### src/rtl/axi_ad9963_adc_pack.sv
// AD9963 receive sample packer.
// Packs enabled 16-bit I/Q samples into 64-bit words (low lane first) and buffers
// them in a small FIFO towards the DMA write port.
//   adc_clk, adc_rst         : sample clock, asynchronous active-high reset
//   adc_enable_*/valid_*/data_* : per-channel enable, sample strobe and sample
//   pack_valid/pack_data/pack_sync/pack_ready : FIFO head word handshake; sync marks
//                                              the first word after reset/enable change
//   adc_dovf                 : one-cycle pulse per completed word dropped on overflow
module axi_ad9963_adc_pack #(
    parameter int unsigned FIFO_ADDR_WIDTH = 2,
    parameter int unsigned DATA_WIDTH      = 64
) (
    input  logic                  adc_clk,
    input  logic                  adc_rst,
    input  logic                  adc_enable_i,
    input  logic                  adc_valid_i,
    input  logic [15:0]           adc_data_i,
    input  logic                  adc_enable_q,
    input  logic                  adc_valid_q,
    input  logic [15:0]           adc_data_q,
    output logic                  pack_valid,
    output logic [DATA_WIDTH-1:0] pack_data,
    output logic                  pack_sync,
    input  logic                  pack_ready,
    output logic                  adc_dovf
);

    localparam int unsigned Depth = 1 << FIFO_ADDR_WIDTH;
    localparam logic [FIFO_ADDR_WIDTH:0] FullCount = (FIFO_ADDR_WIDTH + 1)'(Depth);

    // Packer state
    logic                  en_i_q, en_q_q;
    logic [1:0]            pos_q, pos_d;
    logic [DATA_WIDTH-1:0] acc_q, acc_d;
    logic                  sync_pend_q, sync_pend_d;
    logic                  word_vld_q, word_vld_d;
    logic [DATA_WIDTH-1:0] word_q, word_d;
    logic                  word_sync_q, word_sync_d;

    // FIFO state
    logic [DATA_WIDTH-1:0]      mem_q [Depth];
    logic                       sync_mem_q [Depth];
    logic [FIFO_ADDR_WIDTH-1:0] wr_ptr_q, wr_ptr_d;
    logic [FIFO_ADDR_WIDTH-1:0] rd_ptr_q, rd_ptr_d;
    logic [FIFO_ADDR_WIDTH:0]   count_q, count_d;

    logic en_change, dual, single_i, single_q, beat;
    logic [5:0] lane0, lane1;
    logic fifo_full, push, pop;

    always_comb begin
        en_change = (adc_enable_i != en_i_q) | (adc_enable_q != en_q_q);
        dual      = en_i_q & en_q_q;
        single_i  = en_i_q & ~en_q_q;
        single_q  = ~en_i_q & en_q_q;
        // Beats in an enable-change cycle are dropped along with the partial word.
        beat      = ~en_change & (((dual | single_i) & adc_valid_i) | (single_q & adc_valid_q));
        lane0     = {pos_q, 4'b0000};
        lane1     = {pos_q + 2'd1, 4'b0000};

        pos_d       = pos_q;
        acc_d       = acc_q;
        sync_pend_d = sync_pend_q;
        word_vld_d  = 1'b0;
        word_d      = word_q;
        word_sync_d = word_sync_q;

        if (en_change) begin
            pos_d       = 2'd0;
            sync_pend_d = 1'b1;
        end else if (beat) begin
            if (dual) begin
                acc_d[lane0 +: 16] = adc_data_i;
                acc_d[lane1 +: 16] = adc_data_q;
                pos_d              = pos_q + 2'd2;
            end else begin
                acc_d[lane0 +: 16] = single_q ? adc_data_q : adc_data_i;
                pos_d              = pos_q + 2'd1;
            end
            // Counter wrapping to 0 marks the completing beat.
            if (pos_d == 2'd0) begin
                word_vld_d  = 1'b1;
                word_d      = acc_d;
                word_sync_d = sync_pend_q;
                sync_pend_d = 1'b0;
            end
        end
    end

    always_comb begin
        fifo_full  = (count_q == FullCount);
        pack_valid = (count_q != '0);
        pack_data  = mem_q[rd_ptr_q];
        pack_sync  = sync_mem_q[rd_ptr_q];
        pop        = pack_valid & pack_ready;
        // A simultaneous pop frees the slot, so a full FIFO can still accept.
        push       = word_vld_q & (~fifo_full | pop);
        adc_dovf   = word_vld_q & fifo_full & ~pop;

        wr_ptr_d = push ? wr_ptr_q + 1'b1 : wr_ptr_q;
        rd_ptr_d = pop ? rd_ptr_q + 1'b1 : rd_ptr_q;
        count_d  = count_q;
        if (push && !pop) begin
            count_d = count_q + 1'b1;
        end else if (pop && !push) begin
            count_d = count_q - 1'b1;
        end
    end

    always_ff @(posedge adc_clk or posedge adc_rst) begin
        if (adc_rst) begin
            en_i_q      <= 1'b0;
            en_q_q      <= 1'b0;
            pos_q       <= 2'd0;
            acc_q       <= '0;
            sync_pend_q <= 1'b1;
            word_vld_q  <= 1'b0;
            word_q      <= '0;
            word_sync_q <= 1'b0;
            wr_ptr_q    <= '0;
            rd_ptr_q    <= '0;
            count_q     <= '0;
            for (int i = 0; i < Depth; i++) begin
                mem_q[i]      <= '0;
                sync_mem_q[i] <= 1'b0;
            end
        end else begin
            en_i_q      <= adc_enable_i;
            en_q_q      <= adc_enable_q;
            pos_q       <= pos_d;
            acc_q       <= acc_d;
            sync_pend_q <= sync_pend_d;
            word_vld_q  <= word_vld_d;
            word_q      <= word_d;
            word_sync_q <= word_sync_d;
            wr_ptr_q    <= wr_ptr_d;
            rd_ptr_q    <= rd_ptr_d;
            count_q     <= count_d;
            if (push) begin
                mem_q[wr_ptr_q]      <= word_q;
                sync_mem_q[wr_ptr_q] <= word_sync_q;
            end
        end
    end

endmodule
### config.mk
export PLATFORM = sky130hd
export DESIGN_NAME = axi_ad9963_adc_pack
export DESIGN_NICKNAME = d
export VERILOG_FILES = /design/src/rtl/axi_ad9963_adc_pack.sv
export SDC_FILE = /design/constraint.sdc
export NUM_CORES = 1
export LEC_CHECK = 0
export CAP_MARGIN = 25
export CORE_UTILIZATION = 55
export CTS_BUF_LIST = sky130_fd_sc_hd__clkbuf_8
export CTS_CLUSTER_SIZE = 10
export DETAILED_ROUTE_END_ITERATION = 16
export GPL_TIMING_DRIVEN = 0
export PLACE_DENSITY_LB_ADDON = 0.15
export SYNTH_ARGS = -nofsm -noshare
export SYNTH_HDL_FRONTEND = slang
export SYNTH_SLANG_ARGS = --single-unit
### constraint.sdc
create_clock -name adc_clk -period 15.8 [get_ports adc_clk]
set_input_delay 3.16 -clock adc_clk [delete_from_list [all_inputs] [get_ports adc_clk]]
set_output_delay 3.16 -clock adc_clk [all_outputs]
set_load 0.05 [all_outputs]
==> results of run 1 <==
routing by layer:
metal	global-route usage [%]	vias up
met1	42.89	7022
met4	16.01	0
met3	7.842	146
met5	0	-
met2	45.61	504
li1	-	6019
area by class of cell:
type                            instances  area [um^2]  area share, %
Sequential cell                       402        10060          45.48
Multi-Input combinational cell       1004         8298          37.51
Clock buffer                           86         1184          5.350
Timing Repair Buffer                  109         1149          5.192
Tap cell                              448        560.5          2.534
Buffer                                117        531.8          2.404
Clock inverter                         30        177.7         0.8031
Inverter                               41        161.4         0.7296
power by group:
group | internal, uW | switching (uW)
Combinational | 205 | 314
Clock | 519 | 411
Sequential | 1130 | 96.2
cells in the mapped netlist (all sizes together):
cell type	count
a21o	1
a21oi	38
a221oi	60
a22o	30
a2bb2oi	1
and2	2
and4	1
and4b	1
and4bb	1
buf	69
clkbuf	48
dfrtp	401
dfstp	1
fa	1
ha	11
inv	41
mux2	262
mux2i	16
mux4	65
nand2	198
nand2b	4
nand3	6
nand3b	1
nand4b	1
nand4bb	2
nor2	47
nor2b	3
nor3	2
nor3b	1
nor4b	2
o21ai	170
o221ai	2
o22ai	2
o2bb2ai	31
o31ai	1
or2	31
or3	1
or3b	1
xnor2	5
xor2	3
logic make-up (layout without fill, tap and decap cells):
family,count (synthesis),after routing,share of synthesized area [%]
flip-flops,402,402,52.83
multiplexers,343,343,24.02
AO/OA/AOI/OAI,336,336,11.31
AND/OR/NAND/NOR,305,305,7.043
buffers and inverters,158,383,3.600
adder cells (fa/ha/maj),12,12,0.8278
XOR/XNOR,8,8,0.3679
flip-flops by register name (all words and copies together) (netlist names):
name	cells
sync_mem_q	4
count_q	3
en_i_q	1
rd_ptr_q	2
word_vld_q	1
sync_pend_q	1
word_sync_q	1
acc_q	64
wr_ptr_q	2
en_q_q	1
mem_q	256
pos_q	2
word_q	64
path summary, 6_finish.rpt:
path                                  from          to  slack [ns]  cells after the start
worst max-delay path            pack_ready    adc_dovf        7.68                      4
worst min-delay path            mem_q[196]  mem_q[196]        0.49                      1
worst max register to register    pos_q[0]  word_q[51]       12.71                     10
worst min register to register  mem_q[196]  mem_q[196]        0.49                      1
max in group asynchronous          adc_rst   mem_q[45]       11.43                      4
min in group asynchronous          adc_rst   mem_q[14]        3.01                      2
stage by stage:
step | utilization (%) | instances | TNS, ns | total power [uW] | hold WS (ns)
2_1_floorplan | - | 1564 | 0 | 1568 | 0.4479
3_5_place_dp | 61.41 | 2120 | 0 | 1754 | 0.4694
3_3_place_gp | 61.14 | 2117 | -1129.19 | 1737 | 0.4658
6_report | 65.48 | 2237 | 0 | 2671 | 0.4856
4_1_cts | 65.44 | 2236 | 0 | 2686 | 0.4823
5_1_grt | 65.48 | 2237 | 0 | 2798 | 0.5002
==> reports/qor.yml, run 1 <==
logic_synthesis:
  syn_inst: 1564
  syn-cell-area_um2: 19040
  synth_cell_types: 50
  avgSynthCellArea_um2: 12.18
  yosysSeqAreaShare_pct: 52.83
  synth_seq_cells: 402
  synth_top_area_cell: "dfrtp_1"
  syn-num-nets: 1615
  ys_warn_count: 0
  synthTopCellsByArea: "dfrtp_1, mux2_1, mux4_2"
  synth_top_cell_area_share_pct: 52.69
cells_and_area:
  final_common_cell: "dfrtp_1"
  layout-drive-gt1-share_pct: 13.69
  fill_cells: 2548
  nNetsFinal: 1794
  final_cell_mix: "dfrtp_1, mux2_1, nand2_1, o21ai_1, clkdlybuf4s50_1"
  synthToLayoutAreaGrowth_pct: 16.16
  diodes: 0
  stdcell_area_um2: 22120
worst_setup_path:
  endpoint_kind: "primary output"
  worst_setup_path_start_kind: "primary input"
  slowest_delay_ns: 0.79
  path_common_cell: "clkdlybuf4s50_1"
  crit_path_max_fanout: 3
  crit_family: "buffers and inverters"
  path_cells: "clkdlybuf4s50_1, nor4b_1, and2_1, clkdlybuf4s50_1"
  worstPathArrival_ns: 4.96
  critPathRequiredTime_ns: 12.64
  cpMaxStageDelayCell: "clkdlybuf4s50_1"
  path_class: "primary input to primary output"
  cp.buffers_inverters: 2
clock_network:
  hold_buffers: 0
  cts_tree: "built"
  cts_setup_buffers: 0
  clkTransAtPathRegs_ns: 0.06
  cts_resized: 0
  clock_path_buffers: 3
  root_buffer: "clkbuf_8"
  htree_levels: 3
  clock_sinks: 402
  clkLatencyLatePin_ns: 0.61
  numCtsBuffers: 68
run_status:
  status: "finished clean"
floorplan:
  ios: 106
  initial_core_util_pct: 56.37
  die_area_um2: 35370
  core_um2: 33780
  dieHeight_um: 188.1
  die_x_um: 188.1
  rows: 67
global_route:
  grt_pass1_wl_um: 83410
  grt_max_degree: 137
  grt.total_usage_pct: 31.06
  grt_pass1_vias: 14300
  grt-ovfl-total: 0
  antenna_found_initial: 0
flow_run:
  cap_violations: 0
placement:
  dpl_worst_slack_ns: 7.666
  gp_congestion: 0.9785
  place.port_buffers: 105
  dp_hpwl_um: 35750
  placed_area_um2: 20750
pwr:
  cellLeakagePower_uw: 0.01064
  irDropWorstVdd_mv: 0.1054
  powerDensity_nw_per_um2: 120.7
drt:
  vias_per_cell: 6.120
  drc_errors: 0
  num_vias: 13690
  dr_wl_met3_um: 3956
  first_pass_iters: 5
  drt-initial-drc-count: 984
  wl_met2_um: 23440
  wl_per_cell_um: 23.49
  met1Wirelength_um: 22590
  highest_layer: "met4"
  wl_um: 52540
  final_antenna_net_count: 0
timing:
  fin_skew_ns: 0.02310
  slew_headroom_pct: 23.30
  setup_viol: 0
  fmax_mhz: 123.2
  layout_min_cycle_time_ns: 8.117
  min_period_over_period_pct: 51.37
  drv_slew: 0
  tightest_slew_ns: 1.119
  setup_slack_ns: 7.683
  rsz0062_at_grt: "no"
  hold_viol_final: 0
worst_hold_path:
  hold_class: "register to register"
No activity file was read; power rests on OpenSTA's default activity.
==> run 2, diff against run 1 <==
==> constraint.sdc (replaced) <==
create_clock -name adc_clk -period 8.25 [get_ports adc_clk]
set_input_delay 1.65 -clock adc_clk [delete_from_list [all_inputs] [get_ports adc_clk]]
set_output_delay 1.65 -clock adc_clk [all_outputs]
set_load 0.05 [all_outputs]
==> reports/qor.yml, run 2 (synthesis gave the netlist of run 1 again) <==
cells_and_area:
  fill_cells: 2588  # +1.6%
  layout-drive-gt1-share_pct: 14.22  # +0.53 points
  final_common_cell: "dfrtp_1"
  final_cell_mix: "dfrtp_1, mux2_1, nand2_1, o21ai_1, clkdlybuf4s50_1"
  final_util_pct: 65.86  # +0.37 points
  regMostFlops: "mem_q"
  synthToLayoutAreaGrowth_pct: 16.83
  ff_latch_area_um2: 10060  # unchanged
  largest_reg_flops: 256  # unchanged
  nNetsFinal: 1799  # +0.28%
  largestRegisters: "mem_q (256), acc_q (64), word_q (64)"
  stdcell_area_um2: 22250  # +0.57%
  multi_input_area_um2: 8298  # unchanged
  instances_no_fill: 2250  # +0.58%
timing:
  layout_min_cycle_time_ns: 5.562
  hold_slack_ns: 0.4828  # -0.002813 ns
  rsz0062_at_grt: "no"
  fin_skew_ns: 0.01897  # -0.004121 ns
  hold_viol_final: 0  # unchanged
  setup_viol: 0  # unchanged
  min_period_over_period_pct: 67.42
  slew_headroom_pct: 25.99  # +2.7 points
  drv_slew: 0  # unchanged
  tightest_slew_ns: 1.079  # -0.03933 ns
  fmax_mhz: 179.8
clock_network:
  cts_resized: 0  # unchanged
  cts_setup_buffers: 0  # unchanged
  clock_sinks: 402  # unchanged
  root_buffer: "clkbuf_8"
  hold_buffers: 0  # unchanged
  clock_path_buffers: 3  # unchanged
  htree_levels: 3  # unchanged
  cts_tree: "built"
  numCtsBuffers: 67  # -1.5%
  clkLatencyLatePin_ns: 0.61  # about the same
  clkTransAtPathRegs_ns: 0.06  # about the same
worst_setup_path:
  slowest_delay_ns: 0.71  # -0.08 ns
  worst_setup_path_start_kind: "register"
  endpoint_kind: "primary output"
  critPathRequiredTime_ns: 6.60  # -6.04 ns
  cpMaxStageDelayCell: "clkdlybuf4s50_1"
  crit_path_max_fanout: 10  # +7
  path_cells: "clkbuf_1, buf_2, buf_2, buf_2, mux4_2, clkdlybuf4s50_1"
  path_class: "register to primary output"
  worstPathArrival_ns: 3.91  # -1.05 ns
  path_common_cell: "buf_2"
global_route:
  antenna_found_initial: 1  # +1
  grt_pass1_vias: 14170  # -0.92%
  grt_max_degree: 45  # -67%
  grt-ovfl-total: 0  # unchanged
  grt.total_usage_pct: 30.62  # -0.44 points
  grt_pass1_wl_um: 81920  # -1.8%
placement:
  place.port_buffers: 105  # unchanged
  placed_area_um2: 20860  # +0.55%
  dpl.cell_count: 2127  # +0.33%
  dp_hpwl_um: 36140  # +1.1%
  gp_congestion: 0.9978  # +2.0%
drt:
  wl_um: 52190  # -0.66%
  vias_per_cell: 6.081  # -0.64%
  first_pass_iters: 6  # +1
  drc_errors: 0  # unchanged
  wl_per_cell_um: 23.20  # -1.2%
  final_antenna_net_count: 0  # unchanged
  num_vias: 13680  # -0.066%
  drt-initial-drc-count: 1014  # +3.0%
floorplan:
  die_area_um2: 35370  # unchanged
  die_x_um: 188.1  # unchanged
  dieHeight_um: 188.1  # unchanged
  ios: 106  # unchanged
  rows: 67  # unchanged
  initial_core_util_pct: 56.37  # unchanged
  core_um2: 33780  # unchanged
pwr:
  p_total_uw: 5107  # +91%
  pwr-share-seq_pct: 45.8  # about the same
  p_int_uw: 3530  # +91%
  cellLeakagePower_uw: 0.01070  # +0.50%
  irDropWorstVdd_mv: 0.1749  # +66%
  powerDensity_nw_per_um2: 229.5  # +90%
  sw_frac_of_total_pct: 30.88  # +0.15 points
  combPwrFrac_pct: 19.5  # about the same
  p_sw_uw: 1577  # +92%
  pwr-share-clk_pct: 34.7  # about the same
flow_run:
  cap_violations: 0  # unchanged
worst_hold_path:
  hold_class: "register to register"
run_status:
  status: "finished clean"
[run 2: changes by cell type in the layout (fill, tap and decap cells not counted), sizes merged, moves of 2 or more]
cell	delta
clkinvlp	+2
clkinv	+2
diode	+2
buf	+6
[run 2: routing by layer]
| metal | share of wire [%] | routed length [um] | vias up | track usage (%) |
|---|---|---|---|---|
| li1 | - | - | 6057 | - |
| met1 | 43 | 22430 | 6972 | 42.89 |
| met2 | 45 | 23490 | 512 | 46.21 |
| met3 | 7.6 | 3980 | 141 | 6.551 |
| met4 | 4.4 | 2288 | 0 | 13.48 |
| met5 | 0 | 0 | - | 0 |
[run 2: final timing paths]
kind                            cells past startpoint         from  slack, ns            to
worst max-delay path                                6  rd_ptr_q[0]       2.69  pack_data[4]
worst min-delay path                                1    mem_q[21]       0.48     mem_q[21]
worst max register to register                      9     pos_q[0]       5.14   word_sync_q
worst min register to register                      1    mem_q[21]       0.48     mem_q[21]
max in group asynchronous                           6      adc_rst       5.25     mem_q[50]
min in group asynchronous                           2      adc_rst       1.54     mem_q[17]
[run 2: power groups by stage]
stage,clock network [uW],registers [uW],logic [uW]
after CTS,1810,2340,999
final,1770,2340,994
after global placement,0,2360,962
after floorplan,0,2300,701
after detailed placement,0,2370,996
after global routing,1900,2370,1080
[run 2: worst max-delay path, delay by kind of cell (launching register included)]
| family | cells | cell delay [ns] |
|---|---|---|
| DFF | 1 | 0.41 |
| muxes | 1 | 0.36 |
| buffers and inverters | 5 | 2.53 |
[run 2: through the flow]
stage,setup WS [ns],TNS [ns]
after global routing,2.595,0
after floorplan,1.187,0
after detailed placement,3.153,0
after global placement,-1.282,-493.22
after CTS,2.730,0
final,2.688,0
[run 2: cell type report]
class	instances	area share, %
tap	448	2.519
clock buffer	87	5.382
multi-input combinational	1004	37.30
antenna	2	0.02249
inverter	41	0.7086
sequential	402	45.22
buffer	117	2.390
clock inverter	34	0.8379
timing repair buffer	115	5.624
